==> src/rtl/int_priority_ctrl_if.sv <==
// int_priority_ctrl_if: request/acknowledge handshake between interrupt controller and CPU
interface int_priority_ctrl_if;
  logic irq_req;
  logic [1:0] irq_id;
  logic [31:0] irq_vector;
  logic irq_ack;
  logic irq_eret;
  modport master (output irq_req, irq_id, irq_vector, input irq_ack, irq_eret);
  modport slave (input irq_req, irq_id, irq_vector, output irq_ack, irq_eret);
endinterface

==> src/rtl/int_priority_ctrl.sv <==
// int_priority_ctrl: three-level nested-priority interrupt controller with edge capture and eret sequencing
module int_priority_ctrl #(
  parameter logic [31:0] VEC_BASE = 32'h0000_0800,
  parameter logic [31:0] VEC_STRIDE = 32'h0000_0080
) (
  input logic clk,
  input logic clr,
  input logic inter1,
  input logic inter2,
  input logic inter3,
  input logic [2:0] mask,
  int_priority_ctrl_if.master bus,
  output logic [1:0] cur_level,
  output logic inter_running1,
  output logic inter_running2,
  output logic inter_running3
);
  localparam logic IDLE = 1'b0;
  localparam logic REQ = 1'b1;
  logic state;
  logic [1:0] id, best;
  logic [3:1] src, src_d, rise, pending, isr, elig, id_oh, top_oh;
  logic ack_fire, eret_fire;
  assign src = {inter3, inter2, inter1};
  assign rise = src & ~src_d;
  always_comb begin
    cur_level = isr[3] ? 2'd3 : isr[2] ? 2'd2 : isr[1] ? 2'd1 : 2'd0;
    top_oh = isr[3] ? 3'b100 : isr[2] ? 3'b010 : isr[1] ? 3'b001 : 3'b000;
    elig = pending & mask & {cur_level < 2'd3, cur_level < 2'd2, cur_level == 2'd0};
    best = elig[3] ? 2'd3 : elig[2] ? 2'd2 : elig[1] ? 2'd1 : 2'd0;
    id_oh = {id == 2'd3, id == 2'd2, id == 2'd1};
    ack_fire = state == REQ && bus.irq_ack;
    eret_fire = bus.irq_eret && !ack_fire;
  end
  always_ff @(posedge clk or negedge clr) begin
    if (!clr) begin
      src_d <= '0;
      pending <= '0;
      isr <= '0;
      state <= IDLE;
      id <= '0;
    end else begin
      src_d <= src;
      pending <= (pending & ~(ack_fire ? id_oh : 3'b000)) | rise;
      isr <= ack_fire ? isr | id_oh : eret_fire ? isr & ~top_oh : isr;
      state <= (!ack_fire && best != 2'd0) ? REQ : IDLE;
      id <= ack_fire ? 2'd0 : best;
    end
  end
  assign bus.irq_req = state;
  assign bus.irq_id = id;
  assign bus.irq_vector = state ? VEC_BASE + ({30'd0, id} - 32'd1) * VEC_STRIDE : 32'd0;
  assign {inter_running3, inter_running2, inter_running1} = isr;
endmodule

==> src/flat_wrapper.sv <==
// flat-port wrapper written by rule: the top's interface ports become plain ports
module int_priority_ctrl_flat 
#(
  parameter logic [31:0] VEC_BASE = 32'h0000_0800,
  parameter logic [31:0] VEC_STRIDE = 32'h0000_0080
)
  (clk, clr, inter1, inter2, inter3, mask, cur_level, inter_running1, inter_running2, inter_running3, bus_irq_req, bus_irq_id, bus_irq_vector, bus_irq_ack, bus_irq_eret);
  int_priority_ctrl_if bus_i ();
  input logic clk;
  input logic clr;
  input logic inter1;
  input logic inter2;
  input logic inter3;
  input logic [2:0] mask;
  output logic [1:0] cur_level;
  output logic inter_running1;
  output logic inter_running2;
  output logic inter_running3;
  output wire logic [$bits(bus_i.irq_req)-1:0] bus_irq_req;
  output wire logic [$bits(bus_i.irq_id)-1:0] bus_irq_id;
  output wire logic [$bits(bus_i.irq_vector)-1:0] bus_irq_vector;
  input wire logic [$bits(bus_i.irq_ack)-1:0] bus_irq_ack;
  input wire logic [$bits(bus_i.irq_eret)-1:0] bus_irq_eret;
  assign bus_irq_req = bus_i.irq_req;
  assign bus_irq_id = bus_i.irq_id;
  assign bus_irq_vector = bus_i.irq_vector;
  assign bus_i.irq_ack = bus_irq_ack;
  assign bus_i.irq_eret = bus_irq_eret;
  int_priority_ctrl #(.VEC_BASE(VEC_BASE), .VEC_STRIDE(VEC_STRIDE)) u_core (.clk(clk), .clr(clr), .inter1(inter1), .inter2(inter2), .inter3(inter3), .mask(mask), .bus(bus_i), .cur_level(cur_level), .inter_running1(inter_running1), .inter_running2(inter_running2), .inter_running3(inter_running3));
endmodule
==> config.mk <==
export PLATFORM = sky130hd
export DESIGN_NAME = int_priority_ctrl_flat
export DESIGN_NICKNAME = d
export VERILOG_FILES = /design/src/rtl/int_priority_ctrl_if.sv /design/src/rtl/int_priority_ctrl.sv /design/src/flat_wrapper.sv
export SDC_FILE = /design/constraint.sdc
export NUM_CORES = 1
export LEC_CHECK = 0
export ABC_AREA = 1
export ABC_CLOCK_PERIOD_IN_PS = 1200
export BUFFER_PORTS_ARGS = -buffer_cell sky130_fd_sc_hd__buf_2
export CAP_MARGIN = 20
export CORE_MARGIN = 1
export CORE_UTILIZATION = 41
export CTS_BUF_LIST = sky130_fd_sc_hd__clkbuf_4 sky130_fd_sc_hd__clkbuf_8 sky130_fd_sc_hd__clkbuf_16
export CTS_CLUSTER_DIAMETER = 100
export DETAILED_ROUTE_END_ITERATION = 16
export PLACE_DENSITY_LB_ADDON = 0.12
export REMOVE_ABC_BUFFERS = 1
export SETUP_SLACK_MARGIN = 0.15
export SYNTH_ARGS = -nofsm -noshare
export SYNTH_HDL_FRONTEND = slang
export SYNTH_SLANG_ARGS = --single-unit
==> constraint.sdc <==
create_clock -name clk -period 1.2 [get_ports clk]
set_input_delay 0.06 -clock clk [delete_from_list [all_inputs] [get_ports clk]]
set_output_delay 0.06 -clock clk [all_outputs]
set_load 0.05 [all_outputs]
==> results.sh <==
export IMPL_status="finished, violations left"
export IMPL_violations="negative setup slack"
export IMPL_via_count=643
export IMPL_ys_seq_elements=12
export IMPL_crit_path_start_kind="flip-flop"
export IMPL_timing_hold_ws_ns=0.06513
export IMPL_fin_skew_ns=0.001800
export IMPL_fillers=147
export IMPL_core_region_area_sq_um=1764
export IMPL_syn2layout_area_growth_pct=46.21
export IMPL_row_count=15
export IMPL_yosysUniqueCellTypes=12
export IMPL_clk_latency_ns=0.27
export IMPL_grt_pass1_vias=565
export IMPL_dr_pass1_iters=4
export IMPL_synth_area_sq_um=793.3
export IMPL_min_period_ns=1.259
export IMPL_syn_inst=99
export IMPL_rsz0062_at_grt="true"
export IMPL_cts_tree="built"
export IMPL_rr_startpoint="u_core.bus.irq_id[0]"
export IMPL_routed_via_density=3.994
export IMPL_overflow=0
export IMPL_worstPathMaxFanout=2
export IMPL_cts_htree_levels=1
export IMPL_layout_setup_ws_ns=-0.05939
export IMPL_drc=0
export IMPL_dp_slack_ns=0.06775
export IMPL_period_share_pct=104.9
export IMPL_clkSlewWorstSetupHoldPaths_ns=0.08
export IMPL_layout_cells_non_filler=161
export IMPL_avgSynthCellArea_sq_um=8.013
export IMPL_cap_violations=0
export IMPL_cts_sinks=12
export IMPL_setup_violations=6
export IMPL_yosysWarnings=0
export IMPL_path_class="flip-flop to primary output"
export IMPL_start_util_pct=44.96
export IMPL_clock_tree_buffer_depth=2
export IMPL_dieArea_sq_um=2115
export IMPL_gp_congestion=0.7078
export IMPL_wl_per_cell_um=9.497
export IMPL_cp_startpoint="u_core.bus.irq_id[1]"
export IMPL_finalHoldViolCount=0
export IMPL_worstHoldStart="bus_irq_eret"
export IMPL_grt_max_degree=13
export IMPL_dp_cells=145
export IMPL_seq_area_frac_synth_pct=37.85
export IMPL_final_nets=151
export IMPL_final_max_slew_viol_count=0
export IMPL_hold_class="input port to flip-flop"
export IMPL_cts_root_buf="clkbuf_4"
export IMPL_grt_pass1_wl_um=2421
export IMPL_arrival_ns=1.20
export IMPL_diodes=0
export IMPL_fmax_mhz=794.0
export IMPL_cts_made_buffers=3
export IMPL_chipHeight_um=45.99
export IMPL_drt_wl_total_um=1529
export IMPL_port_buffers=22
export IMPL_io_pin_count=50
export IMPL_crit_required_ns=1.14
export IMPL_postRouteAntennaNets=0
export IMPL_grt_usage_pct=16.98
export IMPL_antenna_found_initial=0
export IMPL_drt_initial_drc_count=8
export IMPL_endpoint_kind="primary output"
export IMPL_die_w_um=45.99
export IMPL_drive_above_1_share_pct=45.59
export IMPL_dp_hpwl_um=998.9
-- through the flow --
step | instance area [sq um] | util (%) | setup TNS (ns)
6_report | 1160 | 65.74 | -0.2429
5_1_grt | 1160 | 65.74 | -0.5540
4_1_cts | 1086 | 61.56 | -0.1652
3_5_place_dp | 829.5 | 47.02 | 0
3_3_place_gp | 829.5 | 47.02 | 0
2_1_floorplan | 680.7 | - | -3.419
-- sequential cells by signal (all words and copies together), names as in the netlist --
| name | cells |
|---|---|
| u_core.bus.irq_req | 1 |
| u_core.bus.irq_id | 2 |
| u_core.src_d | 3 |
| u_core.pending | 3 |
| u_core.isr | 3 |
-- cell type report --
type                    instances  area, sq um  share of cell area, %
clock buffers                   4        36.28                  3.128
inverters                      20        75.07                  6.473
multi-input cells              65        390.4                  33.66
flip-flops and latches         12        302.8                  26.11
well taps                      25        31.28                  2.697
repair buffers                 35        324.1                  27.94
-- cell usage after synthesis (all sizes together) --
master | n | area share, %
a21oi | 1 | 0.63
buf | 28 | 26
conb | 1 | 0.47
dfrtp | 12 | 38
ha | 4 | 6.3
inv | 20 | 9.5
nand2 | 9 | 4.6
nand3 | 5 | 3.2
nor2 | 8 | 4.1
o21ai | 11 | 6.9
-- cell families after synthesis --
| family | synth area share, % |
|---|---|
| AOI/OAI and AO/OA | 7.570 |
| and+or+nand+nor | 11.83 |
| other | 0.4727 |
| buffers and inverters | 35.96 |
| DFF | 37.86 |
| adders and majority gates | 6.309 |
-- layout by cell type, fill, tap and decap left out, types with 2 or more instances in the layout --
cell and n:
nand2_2 2, buf_8 6, o21ai_1 8, dfrtp_2 2, buf_6 9, dlygate4sd3_1 4, nor2_4 3, inv_2 9
nand2_1 6, conb_1 27, nand3_2 2, ha_4 2, nor2_1 5, buf_4 4, clkbuf_4 4, nand3_1 3
o21ai_2 3, buf_2 11, ha_2 2, dfrtp_1 10, inv_1 11
-- worst paths after layout --
path / slack, ns / cells after the start / endpoint
min in group asynchronous: 0.20 / 2 / u_core.src_d[1]
worst max-delay path: -0.06 / 4 / bus_irq_vector[8]
worst min register to register: 0.41 / 1 / u_core.pending[2]
worst min-delay path: 0.07 / 4 / u_core.isr[3]
max in group asynchronous: 0.77 / 2 / u_core.isr[3]
worst max register to register: 0 / 8 / u_core.isr[2]
-- layer usage --
metal	part of all wire, %	vias up	GRT usage, %	wire (um)
li1	-	317	-	-
met1	37	286	18.18	571
met2	55	38	30.99	844
met3	6.5	2	3.175	100
met4	0.78	0	8.824	12
met5	0	-	0	0
-- repair_timing --
| action | 4_1_cts | 5_1_grt |
|---|---|---|
| endpoints found under the hold margin | 15 | 0 |
| buffers inserted | 6 | 2 |
| pin swaps | 7 | 3 |
| hold buffers | 4 | 0 |
| endpoints found under the setup margin | 13 | 20 |
| resized for setup | 57 | 16 |
-- critical path, cell delays in order (launching register included) --
cell     delay, ns
dfrtp_1       0.40
inv_2         0.09
ha_4          0.21
nor2_4        0.07
buf_6         0.16
Power is not shown: default switching activity piles up to over one toggle a cycle in this logic, so the estimate is an artifact.
